[src/rtl/icache_if.sv]
// Fetcher-side and memory-controller-side signals of the instruction cache.
// Define ICACHE_STAT_EN to add the hit/miss counters.
interface icache_if;
  logic        if_req;
  logic [31:0] if_addr;
  logic        if_ready;
  logic [31:0] if_ins;
  logic        flush;
  logic        mem_need;
  logic [31:0] mem_addr;
  logic        mem_ready;
  logic [31:0] mem_ins;
`ifdef ICACHE_STAT_EN
  logic [31:0] hit_cnt;
  logic [31:0] miss_cnt;
`endif

  modport master (
    output if_req, if_addr, flush, mem_ready, mem_ins,
`ifdef ICACHE_STAT_EN
    input  hit_cnt, miss_cnt,
`endif
    input  if_ready, if_ins, mem_need, mem_addr
  );

  modport slave (
    input  if_req, if_addr, flush, mem_ready, mem_ins,
`ifdef ICACHE_STAT_EN
    output hit_cnt, miss_cnt,
`endif
    output if_ready, if_ins, mem_need, mem_addr
  );
endinterface

[src/rtl/icache.sv]
// Direct-mapped, one-word-per-line instruction cache with single-word miss fills.
// Define ICACHE_STAT_EN to enable the hit/miss counters.
module icache #(
  parameter int unsigned IDX_WIDTH = 4
) (
  input logic     clk_in,
  input logic     rst_in,
  input logic     rdy_in,
  icache_if.slave bus
);
  localparam int unsigned Lines = 1 << IDX_WIDTH;
  localparam int unsigned TagW  = 30 - IDX_WIDTH;

  typedef enum logic [1:0] {StIdle, StMiss, StResp} state_e;

  state_e                 state_q;
  logic                   if_ready_q;
  logic [31:0]            if_ins_q;
  logic                   mem_need_q;
  logic [29:0]            pc_q;
  logic                   drop_q;
  logic [Lines-1:0]       valid_q;
  logic [TagW-1:0]        tag_q  [Lines];
  logic [31:0]            data_q [Lines];
`ifdef ICACHE_STAT_EN
  logic [31:0]            hit_cnt_q;
  logic [31:0]            miss_cnt_q;
`endif

  logic [IDX_WIDTH-1:0]   req_idx;
  logic [TagW-1:0]        req_tag;
  logic [IDX_WIDTH-1:0]   fill_idx;
  logic [TagW-1:0]        fill_tag;
  logic                   hit;
  logic                   fill_en;
  logic [1:0]             unused_addr;

  always_comb begin
    req_idx     = bus.if_addr[IDX_WIDTH+1:2];
    req_tag     = bus.if_addr[31:IDX_WIDTH+2];
    fill_idx    = pc_q[IDX_WIDTH-1:0];
    fill_tag    = pc_q[29:IDX_WIDTH];
    hit         = valid_q[req_idx] && (tag_q[req_idx] == req_tag);
    fill_en     = rdy_in && (state_q == StMiss) && bus.mem_ready;
    unused_addr = bus.if_addr[1:0];
  end

  always_ff @(posedge clk_in or posedge rst_in) begin
    if (rst_in) begin
      state_q    <= StIdle;
      if_ready_q <= 1'b0;
      if_ins_q   <= 32'h0;
      mem_need_q <= 1'b0;
      pc_q       <= 30'h0;
      drop_q     <= 1'b0;
      valid_q    <= '0;
`ifdef ICACHE_STAT_EN
      hit_cnt_q  <= 32'h0;
      miss_cnt_q <= 32'h0;
`endif
    end else if (rdy_in) begin
      unique case (state_q)
        StIdle: begin
          if (bus.if_req && !bus.flush) begin
            if (hit) begin
              if_ins_q   <= data_q[req_idx];
              if_ready_q <= 1'b1;
              state_q    <= StResp;
`ifdef ICACHE_STAT_EN
              hit_cnt_q  <= hit_cnt_q + 32'd1;
`endif
            end else begin
              pc_q       <= bus.if_addr[31:2];
              mem_need_q <= 1'b1;
              drop_q     <= 1'b0;
              state_q    <= StMiss;
`ifdef ICACHE_STAT_EN
              miss_cnt_q <= miss_cnt_q + 32'd1;
`endif
            end
          end
        end
        StMiss: begin
          if (bus.mem_ready) begin
            // The fill always lands; only the answer to the fetcher is dropped.
            mem_need_q        <= 1'b0;
            valid_q[fill_idx] <= 1'b1;
            if (!drop_q && !bus.flush) begin
              if_ins_q   <= bus.mem_ins;
              if_ready_q <= 1'b1;
              state_q    <= StResp;
            end else begin
              state_q    <= StIdle;
            end
          end else if (bus.flush) begin
            drop_q <= 1'b1;
          end
        end
        StResp: begin
          if_ready_q <= 1'b0;
          state_q    <= StIdle;
        end
        default: state_q <= StIdle;
      endcase
    end
  end

  // Tag/data arrays carry no reset; valid_q alone qualifies them.
  always_ff @(posedge clk_in) begin
    if (fill_en) begin
      tag_q[fill_idx]  <= fill_tag;
      data_q[fill_idx] <= bus.mem_ins;
    end
  end

  assign bus.if_ready = if_ready_q;
  assign bus.if_ins   = if_ins_q;
  assign bus.mem_need = mem_need_q;
  assign bus.mem_addr = {pc_q, 2'b00};
`ifdef ICACHE_STAT_EN
  assign bus.hit_cnt  = hit_cnt_q;
  assign bus.miss_cnt = miss_cnt_q;
`endif
endmodule

[src/flat_wrapper.sv]
// flat-port wrapper written by rule: the top's interface ports become plain ports
module icache_flat 
#(
  parameter int unsigned IDX_WIDTH = 4
)
  (clk_in, rst_in, rdy_in, bus_if_req, bus_if_addr, bus_flush, bus_mem_ready, bus_mem_ins, bus_if_ready, bus_if_ins, bus_mem_need, bus_mem_addr);
  icache_if bus_i ();
  input logic clk_in;
  input logic rst_in;
  input logic rdy_in;
  input wire logic [$bits(bus_i.if_req)-1:0] bus_if_req;
  input wire logic [$bits(bus_i.if_addr)-1:0] bus_if_addr;
  input wire logic [$bits(bus_i.flush)-1:0] bus_flush;
  input wire logic [$bits(bus_i.mem_ready)-1:0] bus_mem_ready;
  input wire logic [$bits(bus_i.mem_ins)-1:0] bus_mem_ins;
  output wire logic [$bits(bus_i.if_ready)-1:0] bus_if_ready;
  output wire logic [$bits(bus_i.if_ins)-1:0] bus_if_ins;
  output wire logic [$bits(bus_i.mem_need)-1:0] bus_mem_need;
  output wire logic [$bits(bus_i.mem_addr)-1:0] bus_mem_addr;
  assign bus_i.if_req = bus_if_req;
  assign bus_i.if_addr = bus_if_addr;
  assign bus_i.flush = bus_flush;
  assign bus_i.mem_ready = bus_mem_ready;
  assign bus_i.mem_ins = bus_mem_ins;
  assign bus_if_ready = bus_i.if_ready;
  assign bus_if_ins = bus_i.if_ins;
  assign bus_mem_need = bus_i.mem_need;
  assign bus_mem_addr = bus_i.mem_addr;
  icache #(.IDX_WIDTH(IDX_WIDTH)) u_core (.clk_in(clk_in), .rst_in(rst_in), .rdy_in(rdy_in), .bus(bus_i));
endmodule
[config.mk]
export PLATFORM = sky130hd
export DESIGN_NAME = icache_flat
export DESIGN_NICKNAME = d
export VERILOG_FILES = /design/src/rtl/icache_if.sv /design/src/rtl/icache.sv /design/src/flat_wrapper.sv
export SDC_FILE = /design/constraint.sdc
export NUM_CORES = 1
export LEC_CHECK = 0
export ABC_CLOCK_PERIOD_IN_PS = 17520
export BUFFER_PORTS_ARGS = -buffer_cell sky130_fd_sc_hd__buf_2
export CELL_PAD_IN_SITES_DETAIL_PLACEMENT = 0
export CELL_PAD_IN_SITES_GLOBAL_PLACEMENT = 1
export CORE_ASPECT_RATIO = 1.2
export CORE_MARGIN = 5
export CORE_UTILIZATION = 41
export CTS_CLUSTER_SIZE = 24
export DETAILED_ROUTE_END_ITERATION = 8
export PLACE_DENSITY = 0.73
export SETUP_SLACK_MARGIN = 0.5
export SLEW_MARGIN = 5
export SYNTH_ARGS = -nofsm -noshare
export SYNTH_HDL_FRONTEND = slang
export SYNTH_SLANG_ARGS = --single-unit
[constraint.sdc]
create_clock -name clk_in -period 17.52 [get_ports clk_in]
set_input_delay 0 -clock clk_in [delete_from_list [all_inputs] [get_ports clk_in]]
set_output_delay 0 -clock clk_in [all_outputs]
set_load 0.05 [all_outputs]
After elaboration in Yosys (flattened, before gate mapping) --
Memories as Yosys holds them, arrays and structs flattened. Cells that the tools add are included.
Operators by class: reductions and logical operators 18, divide/modulo/power cells 0, muxes and demuxes 30, add/sub/neg operators 0, shifts and indexed selects 0, $lt $le $gt $ge 3, bitwise gates (word level) 2, multipliers 0, equality and inequality tests 10
Operators with widths (number):
- 32-bit 2-to-1 mux | 4
- 32-bit one-hot mux with 2 select lines | 1
- 26-bit equality test | 1
- 6-bit AND reduction | 3
- 16-bit bitwise OR | 1
- 1-bit 2-to-1 mux | 15
- 4-bit by 5-bit less-than comparator with 1-bit output, second input constant | 2
- 2-bit inequality test, second input constant | 5
- 2-bit 2-to-1 mux | 4
- 1-bit logical AND | 6
- 3-bit AND reduction | 2
- 5-bit AND reduction | 1
- 1-bit binary-select mux with 4-bit select | 1
- 1-bit demux with 4-bit select | 1
- 4-bit by 1-bit >= comparator with 1-bit output, second input constant | 1
- 2-bit by 1-bit inequality test with 1-bit output, second input constant | 2
- 1-bit one-hot mux with 2 select lines | 2
- 2-bit one-hot mux with 2 select lines | 1
- 4-bit AND reduction | 1
- 1-bit one-hot mux with 3 select lines | 1
- 3-bit nonzero test | 1
- 2-bit by 1-bit equality test with 1-bit output, second input constant | 1
- 2-bit equality test, second input constant | 1
- 1-bit zero test | 2
- other kinds (3) | 3
Storage, ports and cells: ROM bits 0, output and inout port bits 66, latch bits 0, input bits 70, memories kept 2, RAM bits 928, bits in registers 83, logic and storage cells 72
Memories:
- u_core.data_q | depth 16, width 32, read ports 1, clocked after memory_dff 0, wr ports 1, line icache.sv:24 | logic [31:0] data_q [Lines];
- u_core.tag_q | depth 16, width 26, read ports 1, clocked after memory_dff 0, wr ports 1, line icache.sv:23 | logic [TagW-1:0] tag_q [Lines];

Logic depth before layout (Yosys ltp) --
depth after elaboration 6, depth in mapped cells 14, depth with buffers taken out 9

Worst setup path before layout --
OpenSTA, ideal clock, no wires.
kind flip-flop to flip-flop, start point register u_core.state_q[0], end point register u_core.valid_q[0], data required time 17.431 ns, cell stages (with the launch flop) 8, path slack 11.487 ns, data arrival time 5.944 ns, cells stage by stage dfrtp_1 clkbuf_1 nand2b_1 clkbuf_1 or3_1 or3_1 nor3_1 or2_2
Between the ends: word-level cells in the longest chain between the ends 2
RTL lines:
- start, declared | line icache.sv:16 | state_e state_q;
- start signal, assigned | line icache.sv:50 | state_q <= StIdle;
- start signal, assigned | line icache.sv:68 | state_q <= StResp;
- start signal, assigned | line icache.sv:76 | state_q <= StMiss;
- 2-bit by 1-bit equality test with 1-bit output | line icache.sv:62 | unique case (state_q)
- 3-bit AND reduction (no line)
- end signal, assigned | line icache.sv:56 | valid_q <= '0;
- end signal, assigned by index | line icache.sv:87 | valid_q[fill_idx] <= 1'b1;
- end, declared | line icache.sv:22 | logic [Lines-1:0] valid_q;
Every way passes these cells. A chain may end at the register's enable or synchronous reset.

Worst setup path in the final report --
start point input port bus_if_addr[4], end point register u_core.if_ins_q[7] (netlist: u_core.bus.if_ins[7])
Between the ends: word-level cells in the longest chain between the ends 5
RTL lines:
- start, declared | line flat_wrapper.sv:12 | input wire logic [$bits(bus_i.if_addr)-1:0] bus_if_addr;
- memory read 16 x 26 bit / 1-bit binary-select mux with 4-bit select (equally long branches)
- 26-bit equality test / 1-bit 2-to-1 mux (equally long branches) | line icache.sv:43 | hit = valid_q[req_idx] && (tag_q[req_idx] == req_tag);
- 1-bit logical AND | line icache.sv:43
- 2-bit by 1-bit inequality test with 1-bit output (no line)
- 6-bit AND reduction (no line)
- end signal, assigned | line icache.sv:66 | if_ins_q <= data_q[req_idx];
- end signal, assigned | line icache.sv:89 | if_ins_q <= bus.mem_ins;
- end, declared | line icache.sv:18 | logic [31:0] if_ins_q;
Several ways; a longest one is shown, not always the timed one. The select of a mux whose other input is x is not followed.

==> summary.md <==
| Metric | Value |
|---|---|
| Die X | 294 um |
| Gr usage total | 17.5% |
| Core area | 0.0956 mm^2 |
| Top Usage Layer GRT | met2 |
| Crit start category | input port |
| Measured slew at the worst slew-check pin | 1.15 ns |
| Row Count | 124 |
| GRT overflow | 0 |
| Final #Nets | 2,093 |
| DRT Pass-1 Iters | 5 |
| Chip Height | 350 um |
| M2 GR Usage | 28.8% |
| Final Critical Period | 5.73 ns |
| Synth cell types | 59 |
| Post-synth EDFFs | 928 |
| Per-cell routed wire length | 26.9 um |
| Layout cells sized above 1 | 34.2% |
| Placer Congestion | 0.764 |
| Clock slew at reported path FFs | 0.06 ns |
| CTS resizes | 0 |
| CP arrival | 6.25 ns |
| Design Power | 6.25 mW |
| Clock latency on the worst-skew pair | 0.65 ns |
| Clock buffer depth | 3 |
| Clock Sinks | 1,011 |
| Setup TNS | 0 ns |
| Slew Limit Headroom | 23.4% |
| Status | finished clean |
| GR Util met3 | 3.48% |
| Ys Warns | 0 |
| Initial Utilization | 41.4% |
| Port bufs | 131 |
| Num CTS Buffers | 103 |
| DRC | 0 |
| LEAKAGE | 15.2 nW |
| Largest net degree at the start of global routing | 114 |
| H-tree levels | 3 |
| Fill cells | 7,809 |
| Post-route clock skew | 0.0273 ns |
| First-pass GRT wire length | 133 mm |
| Final core occ | 48.0% |
| Largest cells by area after synthesis | edfxtp_1 70%, mux4_2 13%, dfrtp_1 5.2% |
| Initial antenna violation count | 2 |
| CTS tree | built |
| Fin crit share | 32.7% |
| Area share of the largest cell type after synthesis | 70.4% |
| Fmax | 175 MHz |
| Synth Register Bits | 1,011 |
| Post-synth ARST share | 8.21% |
| Routed wire length | 90.7 mm |
| PwrDens | 136 mW/mm^2 |
| Post-Syn Area | 0.0396 mm^2 |
| Vias in the first global route | 19,800 |
| Global-route met1 utilization | 24.6% |
| 1st-iter DRT viols | 1,777 |
| Synth cell count leaders | 928 x edfxtp_1, 229 x mux4_2, 97 x mux2_2 |
| Worst Setup End Kind | flop |
| Maximum VDD drop | 0.129 mV |
| Vias per cell | 5.57 |
| Die area | 0.103 mm^2 |
| Area leader, netlist | edfxtp_1 |
| Top Ports | 136 |
| Syn_area_per_cell | 22.3 um^2 |
| DP HPWL | 47.5 mm |
| Worst path required time | 18.04 ns |
| Synth Instances | 1,774 |
| RSZ-0062 raised after global routing | false |
| Synth Flop Type | edfxtp_1 |
| Most frequent cell after synthesis | edfxtp_1 |
| HP Class | in2reg |
| Routed Antenna Nets | 0 |
| Max-cap violations | 0 |
| Crit Path Class | in2reg |
| Final setup fails | 0 |
| Critical path peak fanout | 113 |
| Root buffer cell | clkbuf_16 |
| Routed via count | 18,800 |
| Final slew viol count | 0 |
| Synth-to-layout area growth | 16.0% |
| Hold Fails Final Rpt | 0 |
| Sequential fraction of the synthesis area | 75.6% |
[critical path: stages]
cell and delay [ns]:
dlygate4sd3_1 0.56, buf_6 0.48, buf_12 0.63, and2b_1 0.31, a221oi_1 0.38, o21ai_0 0.16, and3_1 0.22, a211oi_1 0.56
nand4_1 0.39, or4_4 0.70, o31ai_4 0.74, buf_4 0.58, mux2_2 0.40
[kinds of logic (layout without fill, tap and decap cells)]
logic type	after synthesis	in the layout	share of synthesized area, %
DFF	1011	1011	75.6
muxes	428	428	19.0
and+or+nand+nor	132	132	1.69
buffers and inverters	96	434	1.52
AOI/OAI and AO/OA	70	70	1.31
xor gates and xnor gates	36	36	0.796
other	1	6	0.00947
[timing repair]
action                                  in CTS  in global routing
endpoints found under the setup margin       0                  0
endpoints found under the hold margin      606                  0
hold buffers                                66                  0
buffers inserted                             0                  0
[per-layer routing]
metal,wire length (um),vias up
met5,0,-
met3,6010,122
met1,38200,10200
li1,-,7915
met2,44700,628
met4,1770,0
[path summary, 6_finish.rpt]
| path | depth (start not counted) | slack (ns) | end | startpoint |
|---|---|---|---|---|
| max in group asynchronous | 5 | 15.71 | u_core.pc_q[10] | rst_in |
| max reg2reg | 9 | 12.77 | u_core.bus.if_ins[7] | u_core.tag_q[13][17] |
| min | 2 | 0.03 | u_core.pc_q[0] | bus_if_addr[2] |
| min in group asynchronous | 4 | 0.53 | u_core.bus.if_ins[2] | rst_in |
| max | 13 | 11.79 | u_core.bus.if_ins[7] | bus_if_addr[4] |
| min reg2reg | 1 | 0.46 | u_core.valid_q[8] | u_core.valid_q[8] |
[stage by stage]
step           instance area, um^2  cells  hold slack [ns]  worst slack (ns)
2_1_floorplan                39600   1775           0.0989             11.49
3_3_place_gp                 41700   3112            0.105             11.66
3_5_place_dp                 41700   3112            0.112             11.62
4_1_cts                      45900   3373           0.0127             11.72
5_1_grt                      45900   3373           0.0396             11.62
6_report                     45900   3377           0.0307             11.79
[flip-flops by register name, summed over array words and instances (netlist names)]
signal / count
u_core.bus.if_ins: 32
u_core.bus.if_ready: 1
u_core.bus.mem_need: 1
u_core.data_q: 512
u_core.drop_q: 1
u_core.pc_q: 30
u_core.state_q: 2
u_core.tag_q: 416
u_core.valid_q: 16
[report_power, final]
group	internal, mW	switching, mW	total [mW]	leakage [nW]
registers	2.93	0.197	3.13	9.36
logic	0.299	0.563	0.863	4.10
clock network	1.37	0.892	2.26	1.75
[final cells by class]
class	instances	area [um^2]	area share (%)
diodes	4	10.0	0.0218
clock buffers	136	2900	6.31
clock inverters	59	669	1.46
inverters	7	30.0	0.0654
multi-input cells	668	9170	20.0
flip-flops and latches	1011	29900	65.2
well taps	1260	1580	3.43
repair buffers	232	1620	3.52
[cells in the final DEF (no fill, tap or decap), types with 3 or more instances in the layout]
cell type      synthesis  routed
mux4_1                10      10
a211oi_1               4       4
nand3_1               10      10
clkbuf_1              32      18
or2_2                 17      17
nor4_1                 3       3
mux2_2                97      97
inv_1                  5       4
nor3_1                 9       5
clkinvlp_4             0       5
buf_2                 15     128
a221oi_1              12      12
xor2_1                16      16
clkinv_2               0      26
mux4_2               229     229
edfxtp_1             928     928
clkbuf_8               0      12
a21oi_1               11      11
nand3b_1               4       4
xnor2_1               20      20
nor2_1                28      16
o21ai_0                9       9
clkbuf_16              0     107
buf_4                  9      34
dfrtp_1               83      83
nor2b_1                3       3
nor3_2                 0       4
bufinv_16              0      14
nand2b_1              10       9
diode_2                0       4
dlygate4sd3_1          0      66
mux2_4                20      20
or3_1                  4       4
a22oi_1                4       4
nand2_1               32      32
and3_1                 4       4
clkinv_1               1      13
nor2_4                 0      12
o22ai_1               11      11
mux2i_1               70      70
Note: power is estimated with default switching activity, not from simulation.
